`src/rtl/alu_share_ctrl.sv`:
```
// Round-robin share of one 16-bit ALU between two requesters, with a registered
// response channel and the Z/V/N flag register. Optional sticky error: ALU_ERR_STICKY_EN.
module alu_share_ctrl #(
  parameter int unsigned DW  = 16,
  parameter int unsigned OPW = 3
) (
  input  logic           clk,
  input  logic           rst,
  input  logic           req0_valid,
  output logic           req0_ready,
  input  logic [OPW-1:0] req0_op,
  input  logic [DW-1:0]  req0_a,
  input  logic [DW-1:0]  req0_b,
  input  logic           req1_valid,
  output logic           req1_ready,
  input  logic [OPW-1:0] req1_op,
  input  logic [DW-1:0]  req1_a,
  input  logic [DW-1:0]  req1_b,
  output logic [DW-1:0]  alu_in1,
  output logic [DW-1:0]  alu_in2,
  output logic [OPW-1:0] alu_opcode,
  input  logic [DW-1:0]  alu_out,
  input  logic           alu_err,
  input  logic [2:0]     alu_flags,
  output logic           rsp_valid,
  input  logic           rsp_ready,
  output logic           rsp_id,
  output logic [DW-1:0]  rsp_data,
  output logic           rsp_err,
  output logic [2:0]     flags_q
`ifdef ALU_ERR_STICKY_EN
  ,
  input  logic           err_clr,
  output logic           err_sticky
`endif
);

  localparam int unsigned FW = 3;

  localparam logic [OPW-1:0] OP_ADD    = OPW'(0);
  localparam logic [OPW-1:0] OP_SUB    = OPW'(1);
  localparam logic [OPW-1:0] OP_XOR    = OPW'(2);
  localparam logic [OPW-1:0] OP_SLL    = OPW'(4);
  localparam logic [OPW-1:0] OP_SRA    = OPW'(5);
  localparam logic [OPW-1:0] OP_ROR    = OPW'(6);

  localparam logic [FW-1:0] MASK_ALL  = 3'b111;
  localparam logic [FW-1:0] MASK_Z    = 3'b100;
  localparam logic [FW-1:0] MASK_NONE = 3'b000;

  typedef enum logic [1:0] {
    IDLE = 2'd0,
    EXEC = 2'd1,
    RESP = 2'd2
  } state_t;

  state_t          state;
  state_t          state_nxt;
  logic            last_grant;
  logic            grant_id_c;
  logic            accept_c;
  logic [OPW-1:0]  sel_op_c;
  logic [DW-1:0]   sel_a_c;
  logic [DW-1:0]   sel_b_c;
  logic [FW-1:0]   flag_mask_c;
  logic            exec_c;

  // State register
  always_ff @(posedge clk or posedge rst) begin
    if (rst) begin
      state <= IDLE;
    end else begin
      state <= state_nxt;
    end
  end

  // Next state, round-robin grant and combinational ready
  always_comb begin
    state_nxt  = state;
    req0_ready = 1'b0;
    req1_ready = 1'b0;
    grant_id_c = 1'b0;
    accept_c   = 1'b0;
    case (state)
      IDLE: begin
        if (!rst) begin
          if (req0_valid && (!req1_valid || last_grant)) begin
            req0_ready = 1'b1;
            grant_id_c = 1'b0;
            accept_c   = 1'b1;
          end else if (req1_valid) begin
            req1_ready = 1'b1;
            grant_id_c = 1'b1;
            accept_c   = 1'b1;
          end
        end
        if (accept_c) begin
          state_nxt = EXEC;
        end
      end
      EXEC: begin
        state_nxt = RESP;
      end
      RESP: begin
        if (rsp_ready) begin
          state_nxt = IDLE;
        end
      end
      default: begin
        state_nxt = IDLE;
      end
    endcase
  end

  assign exec_c = (state == EXEC);

  // Operand source of the granted requester
  always_comb begin
    sel_op_c = req0_op;
    sel_a_c  = req0_a;
    sel_b_c  = req0_b;
    if (grant_id_c) begin
      sel_op_c = req1_op;
      sel_a_c  = req1_a;
      sel_b_c  = req1_b;
    end
  end

  // Latched operands double as the ALU drive, so they stay stable outside EXEC
  always_ff @(posedge clk or posedge rst) begin
    if (rst) begin
      alu_in1    <= '0;
      alu_in2    <= '0;
      alu_opcode <= '0;
      rsp_id     <= 1'b0;
      last_grant <= 1'b1;
    end else if (accept_c) begin
      alu_in1    <= sel_a_c;
      alu_in2    <= sel_b_c;
      alu_opcode <= sel_op_c;
      rsp_id     <= grant_id_c;
      last_grant <= grant_id_c;
    end
  end

  // Result capture and response handshake
  always_ff @(posedge clk or posedge rst) begin
    if (rst) begin
      rsp_valid <= 1'b0;
      rsp_data  <= '0;
      rsp_err   <= 1'b0;
    end else begin
      if (exec_c) begin
        rsp_valid <= 1'b1;
        rsp_data  <= alu_out;
        rsp_err   <= alu_err;
      end else if ((state == RESP) && rsp_ready) begin
        rsp_valid <= 1'b0;
      end
    end
  end

  // Which of {Z,V,N} the current opcode is allowed to write
  always_comb begin
    flag_mask_c = MASK_NONE;
    case (alu_opcode)
      OP_ADD, OP_SUB:                 flag_mask_c = MASK_ALL;
      OP_XOR, OP_SLL, OP_SRA, OP_ROR: flag_mask_c = MASK_Z;
      default:                        flag_mask_c = MASK_NONE;
    endcase
  end

  always_ff @(posedge clk or posedge rst) begin
    if (rst) begin
      flags_q <= '0;
    end else if (exec_c) begin
      flags_q <= (flags_q & ~flag_mask_c) | (alu_flags & flag_mask_c);
    end
  end

`ifdef ALU_ERR_STICKY_EN
  // A capture with an error beats a simultaneous clear
  always_ff @(posedge clk or posedge rst) begin
    if (rst) begin
      err_sticky <= 1'b0;
    end else if (exec_c && alu_err) begin
      err_sticky <= 1'b1;
    end else if (err_clr) begin
      err_sticky <= 1'b0;
    end
  end
`endif

endmodule
```
`config.mk`:
```
export PLATFORM = sky130hd
export DESIGN_NAME = alu_share_ctrl
export DESIGN_NICKNAME = d
export VERILOG_FILES = /design/src/rtl/alu_share_ctrl.sv
export SDC_FILE = /design/constraint.sdc
export NUM_CORES = 1
export LEC_CHECK = 0
export CORE_MARGIN = 10
export CORE_UTILIZATION = 35
export CTS_BUF_LIST = sky130_fd_sc_hd__clkbuf_16
export DETAILED_ROUTE_END_ITERATION = 10
export PLACE_DENSITY = 0.75
export SYNTH_ARGS = -nofsm -noshare
export SYNTH_HDL_FRONTEND = slang
export SYNTH_SLANG_ARGS = --single-unit
```
`constraint.sdc`:
```
create_clock -name clk -period 1.7 [get_ports clk]
set_input_delay 0.255 -clock clk [delete_from_list [all_inputs] [get_ports clk]]
set_output_delay 0.255 -clock clk [all_outputs]
set_load 0.02 [all_outputs]
```
==> qor.yml <==
die:
  start_util: 0.359
  die_x_um: 109
  die_h_um: 109
  num_rows: 32
  core-area_um2: 7690
  dieArea_um2: 11800
  ios: 154
cells_and_area:
  stdcell_area_um2: 4910
  layout-drive-gt1-share: 0.109
  regArea_um2: 1500
  multi_input_area_um2: 1140
  area_growth_pct: 78.0
  final_nets: 560
  nFillCells: 651
  diodes: 0
clocking:
  clk_pin_slew_worst_paths_ns: 0.05
  numClockSinks: 60
  clockBufferDepth: 2
  clk_latency_ns: 0.31
  cts_buffers: 9
  cts_tree: "done"
  ctsHtreeMaxLevel: 3
  postCtsHoldBufs: 0
  cts-root-buf: "clkbuf_16"
worst_setup_path:
  start_kind: "flip-flop"
  rrSetupSlack_ns: 0.15
  crit_required_ns: 1.44
  cp.arrival_ns: 1.41
  cp_max_fo: 3
  r2r-end: "alu_in1[1]$_DFFE_PP0P_"
  ff2ff_path_depth: 6
  critPathKind: "flip-flop to primary output"
  rr_startpoint: "state[1]$_DFFE_PP0P_"
  setup.worst_path.end_class: "primary output"
synthesis:
  yosysWarnings: 0
  syn-num-nets: 396
  netlist-cell-type-count: 27
  yosysSeqAreaShare: 0.545
  syn_area_per_cell_um2: 9.17
  synth.most_common_cell: "dfrtp_1"
  synthTopCellsByCount: "dfrtp_1, nand2_1, nor2_1"
  synthFlopType: "dfrtp_1"
  netlist_instances: 301
  synth_area_leaders: "dfrtp_1, o31ai_1, nand2_1"
  synth_top_cell_area_share: 0.535
  yosysTopAreaCell: "dfrtp_1"
  synth-seq-cells: 60
  synth_edf_count: 0
  synth-async-reset-ratio: 1.00
  netlist_area_um2: 2760
sta:
  tightest_slew_ns: 0.660
  fin_ws_ns: 0.0358
  hold_viol_final: 0
  period_share: 0.979
  max_slew_margin: 0.558
  finalMaxSlewViolations: 0
  fin_worst_skew_ns: 0.00882
  timing.hold.ws_ns: 0.305
  fmax_mhz: 601
  finalCriticalPeriod_ns: 1.66
  rsz0062_at_grt: "yes"
  setup_violations: 0
place:
  dpl.hpwl_um: 7640
  pre_cts_ws_ns: -0.493
  place_area_um2: 4560
  gp_congestion: 0.776
  io_buffer_count: 153
global_routing:
  grt_overflow: 0
  grt_max_degree: 61
  gr-usage-all-layers: 0.163
  first_global_vias: 3055
  antenna_found_initial: 0
  grt_pass1_wl_um: 15500
pwr:
  pwr-share-seq: 0.301
  swShare: 0.356
  powerDensity_nw_per_um2: 1630
  ir_worst_vdd_uv: 615
  leakage_nw: 2.12
  internal_power_w: 0.00516
  combPwrFrac: 0.467
  p_switching_w: 0.00285
  clockPowerShare: 0.231
route:
  drc_errors: 0
  via_per_inst: 5.00
  wl_per_cell_um: 17.4
  ant_nets: 0
  vias: 2861
  drt-initial-drc-count: 84
  drt_pass1_iterations: 4
  drt-total-wl_um: 9930
run:
  maxCapViolations: 0
hold_path:
  hp-class: "input pin to async pin"
outcome:
  status: "completed"
-- worst max-delay path: stages (launching register included) --
cell	delay [ns]
dfrtp_1	0.37
or3_4	0.41
buf_6	0.14
nor2_4	0.07
buf_6	0.12
-- cell usage in the layout, fill, tap and decap left out, types with 2 or more instances in the layout --
| master | synthesis | final |
|---|---|---|
| clkbuf_16 | 0 | 9 |
| clkinvlp_4 | 0 | 2 |
| buf_6 | 1 | 3 |
| clkdlybuf4s50_1 | 0 | 150 |
| o21ai_1 | 31 | 32 |
| inv_1 | 3 | 4 |
| o31ai_1 | 35 | 35 |
| a21oi_1 | 36 | 36 |
| bufinv_16 | 0 | 2 |
| nor2_4 | 0 | 3 |
| buf_12 | 0 | 7 |
| o21ai_0 | 6 | 5 |
| buf_4 | 0 | 17 |
| dfrtp_1 | 59 | 59 |
| nor2_1 | 38 | 35 |
| mux2_1 | 3 | 3 |
| nand2_1 | 51 | 51 |
| a21o_1 | 2 | 2 |
-- stage by stage --
step	util	std cells	power [W]	TNS, ns
2_1_floorplan	-	301	0.00417	0
3_3_place_gp	0.594	555	0.00610	-4.86
3_5_place_dp	0.594	555	0.00618	-6.16
4_1_cts	0.637	572	0.00810	0
5_1_grt	0.639	572	0.00849	-0.0148
6_report	0.639	572	0.00801	0
-- power by group through the flow --
stage	registers [W]	clock network [W]	logic, W
floorplan	0.00319	0	0.000983
global placement	0.00240	0	0.00369
detailed placement	0.00244	0	0.00375
CTS	0.00242	0.00189	0.00378
global route	0.00250	0.00198	0.00401
finish	0.00241	0.00185	0.00374
-- worst max path at each step --
stage                     slack [ns]            startpoint          to
after floorplan                 0.05  state[1]$_DFFE_PP0P_  req0_ready
after global placement         -0.51                   rst  req0_ready
after detailed placement       -0.49                   rst  req0_ready
after CTS                      0.001  state[0]$_DFFE_PP0P_  req1_ready
after global routing           -0.01  state[1]$_DFFE_PP0P_  req0_ready
final                           0.04  state[1]$_DFFE_PP0P_  req0_ready
-- area by class of cell --
class | count | share of cell area
repair buffers | 178 | 0.369
flip-flops and latches | 60 | 0.306
multi-input cells | 212 | 0.233
clock buffers | 9 | 0.0458
well taps | 102 | 0.0260
clock inverters | 7 | 0.0171
inverters | 4 | 0.00382
-- flip-flops by register name (all words and copies together) (netlist names), named ones only --
register	count
rsp_id	1
alu_in1	16
alu_in2	16
rsp_err	1
rsp_valid	1
rsp_data	16
state	2
last_grant	1
alu_opcode	3
-- cell families after synthesis --
kind of cell	synth area share
flops	0.545
mux	0.0122
compound gates	0.247
buf+inv	0.0576
simple gates	0.138
-- timing repair --
action                                  CTS  global route
setup buffers                             1             0
pin swaps                                 2             1
resized for setup                        16             6
endpoints found under the setup margin    2            21
-- per-layer routing --
layer  part of all wire  GRT usage  routed length [um]
met5                  0          0                   0
met4              0.018     0.0414                 180
met3              0.086     0.0649                 857
met2               0.48      0.283                4720
met1               0.42      0.183                4170
Note: power is estimated with default switching activity, not from simulation.
